File: src/rtl/if_fetch_unit.sv
// Instruction-fetch stage: owns the PC, issues one outstanding fetch at a time on
// the instruction bus and presents {pc, inst, valid} to IF/ID with a one-entry hold buffer.
module if_fetch_unit #(
  parameter logic [31:0] RESET_PC = 32'h00000000,
  parameter logic [31:0] PC_INC   = 32'd4
) (
  input  logic        clk,
  input  logic        rst,
  input  logic [5:0]  stall_i,
  input  logic        flush_i,
  input  logic [31:0] new_pc_i,
  output logic        ibus_req_o,
  output logic [31:0] ibus_addr_o,
  input  logic        ibus_gnt_i,
  input  logic        ibus_rvalid_i,
  input  logic [31:0] ibus_rdata_i,
  output logic [31:0] if_pc_o,
  output logic [31:0] if_inst_o,
  output logic        if_valid_o,
  output logic        stallreq_from_if_o,
  output logic [2:0]  fsm_state
);

  // Handshake: the bus accepts a request in any cycle where ibus_req_o && ibus_gnt_i;
  // an ungranted request may change address; exactly one ibus_rvalid_i follows each
  // grant, no earlier than the next cycle. The consumer takes the presented
  // instruction in any cycle where if_valid_o && !stall_i[1].

  typedef enum logic [2:0] {
    IDLE    = 3'd0,
    REQ     = 3'd1,
    WAIT    = 3'd2,
    HOLD    = 3'd3,
    DISCARD = 3'd4
  } state_t;

  state_t      state_q, state_d;
  logic [31:0] pc_q, pc_d;
  logic [31:0] hold_pc_q, hold_pc_d;
  logic [31:0] hold_inst_q, hold_inst_d;

  logic [31:0] flush_pc;
  logic        hold_req;
  logic        unused_bits;

  assign flush_pc    = {new_pc_i[31:2], 2'b00};
  assign hold_req    = stall_i[1];
  assign unused_bits = &{1'b0, stall_i[5:2], stall_i[0], new_pc_i[1:0]};

  assign ibus_addr_o = pc_q;
  assign fsm_state   = state_q;

  always_ff @(posedge clk or posedge rst) begin
    if (rst) begin
      state_q     <= IDLE;
      pc_q        <= {RESET_PC[31:2], 2'b00};
      hold_pc_q   <= 32'd0;
      hold_inst_q <= 32'd0;
    end else begin
      state_q     <= state_d;
      pc_q        <= pc_d;
      hold_pc_q   <= hold_pc_d;
      hold_inst_q <= hold_inst_d;
    end
  end

  always_comb begin
    state_d            = state_q;
    pc_d               = pc_q;
    hold_pc_d          = hold_pc_q;
    hold_inst_d        = hold_inst_q;
    ibus_req_o         = 1'b0;
    stallreq_from_if_o = 1'b0;
    if_valid_o         = 1'b0;
    if_pc_o            = 32'd0;
    if_inst_o          = 32'd0;

    case (state_q)
      IDLE: begin
        state_d = REQ;
        if (flush_i) pc_d = flush_pc;
      end

      REQ: begin
        ibus_req_o         = 1'b1;
        stallreq_from_if_o = 1'b1;
        if (flush_i) begin
          pc_d    = flush_pc;
          state_d = ibus_gnt_i ? DISCARD : REQ;
        end else if (ibus_gnt_i) begin
          state_d = WAIT;
        end
      end

      WAIT: begin
        stallreq_from_if_o = !ibus_rvalid_i;
        if (flush_i) begin
          pc_d    = flush_pc;
          state_d = ibus_rvalid_i ? REQ : DISCARD;
        end else if (ibus_rvalid_i) begin
          if_valid_o = 1'b1;
          if_pc_o    = pc_q;
          if_inst_o  = ibus_rdata_i;
          if (!hold_req) begin
            pc_d    = pc_q + PC_INC;
            state_d = REQ;
          end else begin
            hold_pc_d   = pc_q;
            hold_inst_d = ibus_rdata_i;
            state_d     = HOLD;
          end
        end
      end

      HOLD: begin
        if_valid_o = 1'b1;
        if_pc_o    = hold_pc_q;
        if_inst_o  = hold_inst_q;
        // Flush beats consume: the held instruction is dropped, not retired.
        if (flush_i || !hold_req) begin
          hold_pc_d   = 32'd0;
          hold_inst_d = 32'd0;
          pc_d        = flush_i ? flush_pc : pc_q + PC_INC;
          state_d     = REQ;
        end
      end

      DISCARD: begin
        stallreq_from_if_o = 1'b1;
        if (flush_i) pc_d = flush_pc;
        if (ibus_rvalid_i) state_d = REQ;
      end

      default: state_d = IDLE;
    endcase
  end

endmodule
File: config.mk
export PLATFORM = sky130hd
export DESIGN_NAME = if_fetch_unit
export DESIGN_NICKNAME = d
export VERILOG_FILES = /design/src/rtl/if_fetch_unit.sv
export SDC_FILE = /design/constraint.sdc
export NUM_CORES = 1
export LEC_CHECK = 0
export CAP_MARGIN = 30
export CORE_ASPECT_RATIO = 2
export CORE_UTILIZATION = 42
export DETAILED_ROUTE_END_ITERATION = 16
export GPL_ROUTABILITY_DRIVEN = 0
export PLACE_DENSITY = 0.77
export RECOVER_POWER = 50
export SETUP_SLACK_MARGIN = 0.3
export SYNTH_ARGS = -nofsm -noshare
export SYNTH_HDL_FRONTEND = slang
export SYNTH_SLANG_ARGS = --single-unit
File: constraint.sdc
create_clock -name clk -period 2.94 [get_ports clk]
set_input_delay 0.588 -clock clk [delete_from_list [all_inputs] [get_ports clk]]
set_output_delay 0.588 -clock clk [all_outputs]
set_load 0.03 [all_outputs]
**Word-level counts from Yosys, hierarchy flattened**

Cells that the tools add are included.

- $add $sub $neg: 1
- Eq/ne operators: 13
- Reductions and logical operators: 11
- Muxes and demuxes: 37

Operators by type and width:

| kind | number |
|---|---|
| $mux 32 | 17 |
| $pmux 32 s2 | 4 |
| $pmux 32 s3 | 1 |
| $add 32x3->32 const B | 1 |
| $mux 3 | 8 |
| $pmux 3 s5 | 1 |
| $ne 2x2->1 const B | 5 |
| $reduce_and 5->1 | 2 |
| $ne 3x3->1 const B | 3 |
| $eq 3x2->1 const B | 2 |
| $pmux 1 s2 | 2 |
| $reduce_and 4->1 | 1 |
| $eq 3x1->1 const B | 1 |
| $eq 3x3->1 const B | 1 |
| $logic_not 3->1 | 1 |
| $mux 1 | 3 |
| $reduce_bool 3->1 | 1 |
| $reduce_or 3->1 | 1 |
| $logic_not 1->1 | 2 |
| $mux 2 | 1 |
| $ne 2x1->1 const B | 1 |
| $reduce_bool 2->1 | 1 |
| $reduce_or 2->1 | 1 |
| $logic_or 1x1->1 | 1 |

- Input port bits: 75
- Register bits after elaboration: 99
- Output and inout port bits: 102

**Depth between registers and ports, before layout**

Gate-level depths: netlist of run 1.

- Depth after elaboration: 5
- Depth in mapped cells: 8

**Worst setup path before layout of run 1**

Ideal clock, no wire load.

- Path kind: reg2out
- Start: register state_q[0], in the netlist fsm_state[0]
- End: output port if_inst_o[0]
- Stages on the path, launching flop included: 7
- Arrival time: 2.072 ns
- Buffers on the path: 3
- Slack: 0.280 ns
- Path through: dfrtp_1 > clkbuf_1 > inv_1 > nor2_1 > clkbuf_1 > buf_1 > a22o_1

- Longest elaborated chain between the ends: 2
- Elaborated cells on any way between the ends: 3
- Classes of those cells: eq/ne (2); mux (1)

RTL lines:

| what | line | source |
|---|---|---|
| start: declaration | 37 | `state_t state_q, state_d;` |
| start signal: assignment | 60 | `state_q <= state_d;` |
| $eq 3x2->1 | 78 | `case (state_q)` |
| $pmux 32 s2 * | 78 |  |
| end: declaration | 18 | `output logic [31:0] if_inst_o,` |

Every way passes the cells marked *; elsewhere a longest branch is shown, timed or not.

**Worst setup path in the final report of run 1**

- Start: input port flush_i
- End: register pc_q[17], in the netlist ibus_addr_o[17]

- Longest elaborated chain between the ends: 3
- Elaborated cells on any way between the ends: 10
- Classes of those cells: eq/ne (4); mux (4); reduce/logical (2)

RTL lines:

| what | line | source |
|---|---|---|
| start: declaration | 10 | `input logic flush_i,` |
| $mux 32 / $logic_or 1x1->1 (equally long branches) | 123, 120 |  |
| $mux 32 / $ne 2x2->1 (equally long branches) | n/a |  |
| $pmux 32 s3 / $reduce_and 5->1 (equally long branches) | n/a |  |
| end signal: assignment | 56 | `pc_q <= {RESET_PC[31:2], 2'b00};` |
| end signal: assignment | 61 | `pc_q <= pc_d;` |
| end: declaration | 38 | `logic [31:0] pc_q, pc_d;` |

Several ways; a longest one is shown, not always the timed one. The select of a mux whose other input is x is not followed.
A chain may end at the register's enable or synchronous reset.

==> results of run 1 <==
## metrics by stage
stage	cells	instance area (sq um)	setup WS, ns	util [%]	power [mW]
6_report	923	7450	0.296	60.8	7.38
2_1_floorplan	629	5420	0.353	-	4.82
5_1_grt	923	7450	0.151	60.8	7.85
3_3_place_gp	905	7160	0.268	58.4	6.17
3_5_place_dp	905	7160	0.275	58.4	6.32
4_1_cts	921	7450	0.279	60.7	7.45
## final cells by class
class	count	area (sq um)
antenna	1	2.50
clock buffer	12	256
clock inverter	4	28.8
fill	1101	4810
inverter	12	48.8
multi-input combinational	462	2760
sequential	96	2410
tap	147	184
timing repair buffer	189	1770
## cells in the final DEF, fill, tap and decap left out, types with 11 or more instances in the layout
| cell | synthesis | layout |
|---|---|---|
| a21oi_1 | 37 | 37 |
| nand2_1 | 147 | 145 |
| dfrtp_1 | 96 | 92 |
| nand3_1 | 74 | 74 |
| a22o_2 | 0 | 60 |
| clkdlybuf4s50_1 | 0 | 78 |
| dlygate4sd3_1 | 0 | 24 |
| nor2_1 | 18 | 16 |
| inv_1 | 12 | 11 |
| buf_4 | 3 | 72 |
## final timing paths
check,startpoint,endpoint,slack [ns],depth (start not counted)
max,flush_i,ibus_addr_o[17],0.30,7
max in group asynchronous,rst,fsm_state[0],0.80,3
min in group asynchronous,rst,hold_inst_q[21],1.23,3
max reg2reg,fsm_state[2],ibus_addr_o[26],0.49,5
min reg2reg,hold_inst_q[1],hold_inst_q[1],0.47,2
min,hold_inst_q[1],hold_inst_q[1],0.47,2
## state kept, by name, indices dropped and copies added (netlist names)
register and count:
fsm_state 3, hold_inst_q 32, hold_pc_q 31, ibus_addr_o 30
## power groups by stage
stage	logic (mW)	clock network (mW)	registers (mW)
5_1_grt	4.05	1.19	2.61
3_5_place_dp	3.78	0	2.54
3_3_place_gp	3.68	0	2.49
6_report	3.73	1.12	2.53
4_1_cts	3.79	1.14	2.51
2_1_floorplan	2.17	0	2.65
## synth_stat cells, drive strengths merged, types with 2 or more instances
library cell and n:
a21oi 37, a22o 62, a2bb2oi 5, a311o 2, a311oi 3, a31oi 2, a32oi 6, and2 4
and3 6, and4 3, buf 18, clkbuf 41, dfrtp 96, inv 12, mux2 2, nand2 148
nand2b 3, nand3 74, nand4 10, nor2 18, nor2b 5, nor3 7, o21a 2, o21ai 10
o221ai 2, o22a 10, o22ai 5, o31ai 6, o32a 3, o32ai 6, or2 4, or3 3
or4 2
## critical path: stages
cell and delay (ns):
clkdlybuf4s50_1 0.43, inv_1 0.08, clkbuf_1 0.84, o32a_1 0.25, buf_4 0.30, a21oi_1 0.07, o2bb2a_1 0.30
## cell families (layout without fill, tap and decap cells)
family	count (synthesis)	count (layout)	share of synthesized area [%]
AOI/OAI and AO/OA	166	166	23.6
xor gates and xnor gates	1	1	0.164
adders and majority gates	1	1	0.235
buffers and inverters	71	217	5.44
DFF	96	96	45.0
muxes	3	3	0.610
other	1	3	0.0703
and+or+nand+nor	289	289	24.8
## layer usage
layer  global-route usage [%]  routed length, um  up-vias
met5                        0                  0        -
met4                     12.8                648        0
met3                     3.05               1010       40
met2                     44.5               9060      250
met1                     32.2               6360     2688
li1                         -                  -     2557
## timing repair
| item | CTS | global route |
|---|---|---|
| endpoints found under the setup margin | 67 | 66 |
| setup buffers | 0 | 0 |
| cloned | 0 | 1 |
| gates resized for setup | 4 | 8 |
| pin swaps | 0 | 0 |
==> results by group, run 1 <==
Synthesis
  – Register area share after synthesis: ~45%
  – Post-synth EDFFs: 0
  – Synth cell types: 50
  – Post-Syn Area per Cell: around 8.5 sq um
  – Seq cells post-synth: between 90 and 100
  – Most used flip-flop cell after synthesis: dfrtp_1
  – Top cells by area, synth: dfrtp_1, nand2_1, a22o_1, nand3_1, a21oi_1
  – Ys async rst share: 100%
  – Yosys top cell by area: dfrtp_1
  – Yosys warns: 0
  – Cells after synthesis: around 630
  – Post-synth top area share: approximately 45%
  – Netlist area before placement: approximately 5300 sq um

STA
  – Hold slack: 0.466 ns
  – Slew margin rel.: between 10% and 20%
  – FMAX: 378 MHz
  – Pins Over Slew Limit: 0
  – Period Utilization, post-route: about nine tenths
  – Final setup viols: 0
  – Final-report hold violation count: 0
  – Clk_skew: about 0.0085 ns
  – Final min period: about 2.6 ns
  – Final TNS setup: 0 ns
  – Worst slew pin tran: 1.33 ns
  – RSZ-0062 raised after global routing: true

Global route
  – GRT Overall Usage: a little over a quarter
  – Initial antenna violation count: 1
  – Vias in the first global route: 5229
  – Total gr overflow: 0
  – Largest net degree at the start of global routing: between 90 and 100
  – Global-route wire length before repair: around 27000 um

CTS
  – Root Buffer: clkbuf_16
  – Clock latency on the worst-skew pair: ~0.34 ns
  – Clock transition at path regs: roughly 0.060 ns
  – H-Tree Level Count: 3
  – CTS Buf Count: 9
  – Cts hold-fix bufs: 0
  – # clock sinks: 96
  – CTS tree: yes
  – CTS max path bufs: 2

Layout
  – Share of cells above drive strength 1: between 20% and 30%
  – Post-synthesis to final-layout area growth: 39.7%
  – Final #Nets: between 800 and 900

Die
  – Num rows: 57
  – Die width: ~82 um
  – Number of I/O pins: 177
  – Die ar.: about 13000 sq um
  – Core area: 12300 sq um
  – Die Ht: 161 um
  – Starting Density: 43.5%

Power and ir drop
  – Worst vdd ir: 0.593 mV
  – P per Cell Area: between 900 and 1000 nW/um^2
  – Logic pwr share: about half
  – Sequential share of power: 34.3%
  – Static leakage: around 3.4 nW
  – Power share of the clock group: between 10% and 20%
  – Sw Pwr: 3.41 mW
  – Internal cell power: just under 4 mW
  – Switch share: a little under half

Detailed routing
  – DR vias/cell: about 6.0
  – DRT Wirelength: approximately 17000 um
  – DRT Pass-1 Iters: 6
  – Antenna Nets Post-Route: 0
  – Avg WL per Cell: roughly 19 um
  – Routed vias: ~5500
  – DR iter-0 viols: just over 400
  – DRC violations left: 0

Worst setup path
  – CP Max Fanout: 29
  – Worst Path Class, Setup: in -> reg
  – CP arrival: 2.86 ns
  – Worst setup SP type: input port
  – Critical Path End Type: register
  – CP required: around 3.2 ns

Place
  – Number of port buffers: ~170
  – HPWL after DPL: ~12000 um

Job
  – Max cap viols: 0

Worst hold path
  – Worst hold path class: reg -> reg

Status
  – Status: finished, final reports clean
Power figures use the tool's default switching activity.
==> run 2: changes to the inputs <==
--- a/config.mk
+++ b/config.mk
@@ -10,6 +10,7 @@
 export CORE_UTILIZATION = 42
 export DETAILED_ROUTE_END_ITERATION = 16
 export GPL_ROUTABILITY_DRIVEN = 0
+export GPL_TIMING_DRIVEN = 0
 export PLACE_DENSITY = 0.77
 export RECOVER_POWER = 50
 export SETUP_SLACK_MARGIN = 0.3
==> run 2 against run 1 <==
Sequential power decreased by 2%; clock power about the same; hold slack got worse by 0.0014 ns; non-clock buffer count up 41; critical path depth fell by 2; utilization is 0.18 points higher; combinational power grew 3%; critical endpoint is now ibus_addr_o[22]; global-route usage rose by 3.7 points; power up 0.69%.
==> results by group, run 2 (synthesis gave the netlist of run 1 again) <==
STA
  – Clk_skew: 0.00727 ns (was 0.00853 ns)
  – RSZ-0062 raised after global routing: true (unchanged)
  – Period Utilization, post-route: 89.1% (was 89.9%)
  – Final min period: 2.62 ns (was 2.64 ns)
  – Worst slew pin tran: 1.04 ns (was 1.33 ns)
  – Final-report hold violation count: 0 (unchanged)
  – FMAX: 382 MHz (was 378 MHz)
  – Slew margin rel.: 30.6% (was 11.0%)
  – Hold slack: 0.465 ns (was 0.466 ns)
  – Pins Over Slew Limit: 0 (unchanged)
  – Worst setup margin: 0.319 ns (was 0.296 ns)
  – Final setup viols: 0 (unchanged)
  – Final TNS setup: 0 ns (unchanged)

Detailed routing
  – Avg WL per Cell: 20.0 um (was 18.5 um)
  – Routed vias: 5867 (was 5535)
  – DRT Pass-1 Iters: 5 (was 6)
  – DR vias/cell: 6.09 (was 6.00)
  – DRT Wirelength: 19200 um (was 17100 um)
  – Antenna Nets Post-Route: 0 (unchanged)
  – DRC violations left: 0 (unchanged)
  – DR iter-0 viols: 391 (was 403)

Global route
  – Initial antenna violation count: 0 (was 1)
  – Largest net degree at the start of global routing: 39 (was 97)
  – Total gr overflow: 0 (unchanged)
  – Global-route wire length before repair: 29600 um (was 26600 um)
  – Vias in the first global route: 5783 (was 5229)
  – GRT Overall Usage: 30.0% (was 26.3%)

Layout
  – Share of cells above drive strength 1: 23.3% (was 23.6%)
  – # fillers: 1086 (was 1101)
  – FF/Latch Area: 2400 sq um (was 2410 sq um)
  – Final #Nets: 887 (was 846)
  – Max reg flops: 32 (unchanged)
  – Post-synthesis to final-layout area growth: 40.2% (was 39.7%)
  – Ant. Diodes: 0 (was 1)
  – Layout Cells excl Fill: 963 (was 923)
  – Commonest non-fill, non-tap cell in the layout: nand2_1 (unchanged)
  – Multi-input logic area: 2750 sq um (was 2760 sq um)
  – Largest Register: hold_inst_q (unchanged)
  – Most frequent cells in the layout: nand2_1, dfrtp_1, nand3_1, clkdlybuf4s50_1, a22o_2 (was nand2_1, dfrtp_1, clkdlybuf4s50_1, nand3_1, buf_4)
  – Final core occ: 60.9% (was 60.8%)

CTS
  – # clock sinks: 96 (unchanged)
  – Root Buffer: clkbuf_16 (unchanged)
  – H-Tree Level Count: 3 (unchanged)
  – CTS max path bufs: 2 (unchanged)
  – Clock transition at path regs: 0.06 ns (about the same)
  – Clock latency on the worst-skew pair: 0.35 ns (was 0.34 ns)
  – Cts hold-fix bufs: 0 (unchanged)
  – CTS tree: yes (unchanged)
  – CTS Buf Count: 9 (unchanged)

Status
  – Status: finished, final reports clean (unchanged)

Worst hold path
  – Hold depth: 2 (unchanged)
  – Worst hold path class: reg -> reg (unchanged)
  – Hold_sp: hold_pc_q[21] (was hold_inst_q[1])

Worst setup path
  – CP Max Fanout: 10 (was 29)
  – Worst setup startpoint: stall_i[1] (was flush_i)
  – CP arrival: 2.82 ns (was 2.86 ns)
  – Reg2reg start: ibus_addr_o[3] (was fsm_state[2])
  – Worst reg2reg path endpoint: ibus_addr_o[30] (was ibus_addr_o[26])
  – Register-to-register setup slack: 0.41 ns (was 0.49 ns)
  – R2r worst-path depth: 6 (was 5)
  – Critical Path End Type: register (unchanged)
  – CP required: 3.14 ns (was 3.16 ns)
  – Worst Path Class, Setup: in -> reg (unchanged)
  – Worst setup SP type: input port (unchanged)
  – End of the critical path: ibus_addr_o[22] (was ibus_addr_o[17])

Power and ir drop
  – Static leakage: 3.42 nW (was 3.37 nW)
  – P per Cell Area: 994 nW/um^2 (was 990 nW/um^2)
  – Worst vdd ir: 0.631 mV (was 0.593 mV)

Die
  – Num rows: 57 (unchanged)
  – Die Ht: 161 um (unchanged)
  – Die width: 81.7 um (unchanged)
  – Core area: 12300 sq um (unchanged)
  – Starting Density: 43.5% (unchanged)
  – Die ar.: 13200 sq um (unchanged)
  – Number of I/O pins: 177 (unchanged)

Place
  – Number of port buffers: 167 (unchanged)
  – Placement Setup Slack: -1.28 ns (was 0.275 ns)
  – Placed Cells: 945 (was 905)
  – HPWL after DPL: 14400 um (was 11900 um)

Job
  – Max cap viols: 0 (unchanged)
==> run 2: changes by cell type in the layout (fill, tap and decap cells not counted), moves of 3 or more <==
cell	before	now
buf_1	0	4
buf_12	6	0
buf_2	0	54
buf_4	72	10
clkbuf_1	3	27
clkbuf_2	1	6
clkbuf_4	2	13
clkbuf_8	2	10
clkdlybuf4s50_1	78	64
dfrtp_1	92	95
dfrtp_2	4	1
dlygate4sd3_1	24	36
==> run 2: repair_timing <==
item | CTS | global route
gates cloned | 0 | 0
endpoints found under the setup margin | 70 | 64
gates resized for setup | 367 | 23
buffers inserted | 1 | 1
endpoints found under the hold margin | 0 | 0
==> run 2: worst min-delay path by stage <==
stage	endpoint
floorplan	hold_inst_q[0]
global placement	hold_pc_q[24]
detailed placement	hold_pc_q[24]
CTS	hold_inst_q[3]
global route	hold_pc_q[15]
finish	hold_pc_q[21]
==> run 2: layer usage <==
layer	global-route usage (%)	vias to the layer above	wire length [um]
met5	0	-	0
met4	20.7	0	1250
met3	4.07	84	1300
met2	51.7	336	10200
met1	32.6	2815	6480
li1	-	2632	-
==> run 2: layout make-up <==
cell class	instances	share of cell area, %
repair buffers	171	19.1
plain buffers	59	5.21
well taps	147	2.46
clock inverters	4	0.402
inverters	12	0.669
multi-input cells	462	36.7
flip-flops and latches	96	32.2
clock buffers	12	3.30
==> run 2: per-stage QoR <==
stage / area [sq um] / power, mW
6_report: 7480 / 7.43
2_1_floorplan: 5420 / 4.82
3_5_place_dp: 7310 / 6.39
3_3_place_gp: 7270 / 6.25
5_1_grt: 7480 / 7.86
4_1_cts: 7470 / 7.42
==> run 2: critical path, cell delays in order <==
cell,delay (ns)
dlygate4sd3_1,0.63
o31ai_1,0.54
clkbuf_1,0.42
buf_1,0.48
a21oi_1,0.16
==> run 2: where the power goes <==
part | internal [mW] | switching, mW | total (mW)
Sequential | 1.89 | 0.588 | 2.48
Clock | 0.598 | 0.521 | 1.12
Combinational | 1.39 | 2.44 | 3.83
Total | 3.88 | 3.54 | 7.43
==> run 3: changes to the inputs <==
--- a/config.mk
+++ b/config.mk
@@ -6,7 +6,7 @@
 export NUM_CORES = 1
 export LEC_CHECK = 0
 export CAP_MARGIN = 30
-export CORE_ASPECT_RATIO = 2
+export CORE_ASPECT_RATIO = 0.75
 export CORE_UTILIZATION = 42
 export DETAILED_ROUTE_END_ITERATION = 16
 export GPL_ROUTABILITY_DRIVEN = 0
==> run 3 against run 2 <==
The flow now finishes with violations (max-capacitance violations, max-slew violations); register-to-register slack got worse by 0.02 ns; largest power group unchanged; clock-buffer cell count down 2; sequential share of layout area fell by 0.58 points; critical endpoint is now ibus_addr_o[14]; sequential cell count did not move; critical path type unchanged; die area is 0.17% lower.
==> results by group, run 3 (synthesis gave the netlist of run 1 again) <==
Global route
  – GRT Overall Usage: 28.8% (was 30.0%)
  – Global-route met2 utilization: 43.5% (was 51.7%)
  – Initial antenna violation count: 0 (unchanged)
  – Largest net degree at the start of global routing: 35 (was 39)
  – Global-route wire length before repair: 29600 um (unchanged)
  – Vias in the first global route: 5612 (was 5783)
  – Total gr overflow: 0 (unchanged)
  – GR Util met3: 8.82% (was 4.07%)
  – Met1 GRT Util: 39.6% (was 32.6%)
  – Layer with the highest usage: met2 (unchanged)

Worst setup path
  – Worst Path Class, Setup: in -> reg (unchanged)
  – Worst setup SP type: input port (unchanged)
  – Reg2reg start: fsm_state[2] (was ibus_addr_o[3])
  – CP required: 3.22 ns (was 3.14 ns)
  – CP arrival: 2.94 ns (was 2.82 ns)
  – Worst reg2reg path endpoint: ibus_addr_o[14] (was ibus_addr_o[30])
  – Critical Path End Type: register (unchanged)
  – R2r worst-path depth: 7 (was 6)
  – CP Max Fanout: 10 (unchanged)
  – Register-to-register setup slack: 0.39 ns (was 0.41 ns)

Die
  – Number of I/O pins: 177 (unchanged)
  – Die width: 132 um (was 81.7 um)
  – Die ar.: 13200 sq um (about the same)
  – Die Ht: 99.6 um (was 161 um)
  – Core area: 12300 sq um (about the same)
  – Num rows: 35 (was 57)
  – Starting Density: 43.2% (was 43.5%)

Layout
  – Share of cells above drive strength 1: 23.9% (was 23.3%)
  – Most frequent cells in the layout: nand2_1, dfrtp_1, nand3_1, clkdlybuf4s50_1, a22o_2 (unchanged)
  – Max reg flops: 32 (unchanged)
  – Commonest non-fill, non-tap cell in the layout: nand2_1 (unchanged)
  – Ant. Diodes: 0 (unchanged)
  – Largest Register: hold_inst_q (unchanged)
  – Design area: 7630 sq um (was 7480 sq um)
  – Final #Nets: 891 (was 887)
  – Post-synthesis to final-layout area growth: 43.0% (was 40.2%)
  – Final core occ: 61.8% (was 60.9%)

Worst hold path
  – Hold_sp: hold_inst_q[14] (was hold_pc_q[21])
  – Worst hold path class: reg -> reg (unchanged)
  – Hold Path Sink: hold_inst_q[14] (was hold_pc_q[21])
  – Hold depth: 2 (unchanged)

Power and ir drop
  – P per Cell Area: 1010 nW/um^2 (was 994 nW/um^2)
  – Static leakage: 3.49 nW (was 3.42 nW)
  – Worst vdd ir: 0.465 mV (was 0.631 mV)

STA
  – Pins Over Slew Limit: 30 (was 0)
  – Final-report hold violation count: 0 (unchanged)
  – Final setup viols: 0 (unchanged)
  – Final min period: 2.66 ns (was 2.62 ns)
  – RSZ-0062 raised after global routing: true (unchanged)
  – Worst slew pin tran: 1.55 ns (was 1.04 ns)
  – FMAX: 376 MHz (was 382 MHz)
  – Slew margin rel.: -3.77% (was 30.6%)
  – Period Utilization, post-route: 90.6% (was 89.1%)
  – Clk_skew: 0.00592 ns (was 0.00727 ns)

Detailed routing
  – DRT Wirelength: 18500 um (was 19200 um)
  – Routed vias: 5887 (was 5867)
  – Antenna Nets Post-Route: 0 (unchanged)
  – DR vias/cell: 5.97 (was 6.09)
  – DR iter-0 viols: 439 (was 391)
  – DRT Pass-1 Iters: 5 (unchanged)
  – Avg WL per Cell: 18.8 um (was 20.0 um)
  – DRC violations left: 0 (unchanged)

Job
  – Max cap viols: 1 (was 0)

CTS
  – Clock transition at path regs: 0.07 ns (was 0.06 ns)
  – H-Tree Level Count: 3 (unchanged)
  – Root Buffer: clkbuf_16 (unchanged)
  – Clock latency on the worst-skew pair: 0.36 ns (was 0.35 ns)
  – CTS Buf Count: 9 (unchanged)
  – CTS max path bufs: 2 (unchanged)
  – CTS tree: yes (unchanged)
  – # clock sinks: 96 (unchanged)

Place
  – Number of port buffers: 167 (unchanged)
  – Placed Area: 7340 sq um (was 7310 sq um)
  – HPWL after DPL: 13600 um (was 14400 um)

Status
  – Failing checks: max-capacitance violations, max-slew violations
  – Status: finished with violations (was finished, final reports clean)
[run 3: repair_timing]
action	in CTS	in global routing
gates cloned	0	0
setup buffers	1	5
setup endpoints to repair	75	100
hold buffers	0	0
gates resized for setup	380	19
[run 3: per-layer routing]
| layer | wire, um | vias to the layer above |
|---|---|---|
| met5 | 0 | - |
| met4 | 342 | 0 |
| met3 | 1990 | 30 |
| met2 | 8200 | 326 |
| met1 | 8000 | 2883 |
| li1 | - | 2648 |
[run 3: final cells by class]
cell class	instances	area [sq um]
well taps	166	208
clock buffers	10	229
inverters	12	50.0
flip-flops and latches	96	2410
repair buffers	175	1500
fillers	1071	4720
plain buffers	59	380
clock inverters	6	108
multi-input cells	462	2750
[run 3: worst max-delay path by stage]
stage	start	endpoint	slack (ns)	cells after the start
2_1_floorplan	fsm_state[0]	if_inst_o[0]	0.35	6
3_3_place_gp	flush_i	if_pc_o[19]	-1.18	8
3_5_place_dp	flush_i	if_pc_o[18]	-1.22	8
4_1_cts	fsm_state[2]	if_inst_o[29]	0.31	7
5_1_grt	stall_i[1]	ibus_addr_o[10]	0.20	6
6_report	stall_i[1]	ibus_addr_o[14]	0.28	6
[run 3: report_power, final]
group / total, mW / switching [mW] / internal [mW]
Clock: 1.36 / 0.528 / 0.829
Combinational: 3.85 / 2.44 / 1.41
Sequential: 2.48 / 0.583 / 1.90
Total: 7.69 / 3.55 / 4.14
[run 3: worst max-delay path, stage by stage]
cell and delay (ns):
dlygate4sd3_1 0.62, o31ai_1 0.52, clkbuf_1 0.39, clkbuf_1 0.50, a21oi_1 0.15, a21oi_1 0.17
[run 3: through the flow]
step | std cells | worst slack (ns) | TNS (ns) | hold slack [ns] | power [mW]
after floorplan | 629 | 0.353 | 0 | 0.439 | 4.82
after global placement | 962 | -1.18 | -70.04 | 0.448 | 6.23
after detailed placement | 964 | -1.22 | -70.81 | 0.457 | 6.36
after CTS | 981 | 0.306 | 0 | 0.471 | 7.67
after global routing | 986 | 0.205 | 0 | 0.492 | 8.14
final | 986 | 0.277 | 0 | 0.465 | 7.69
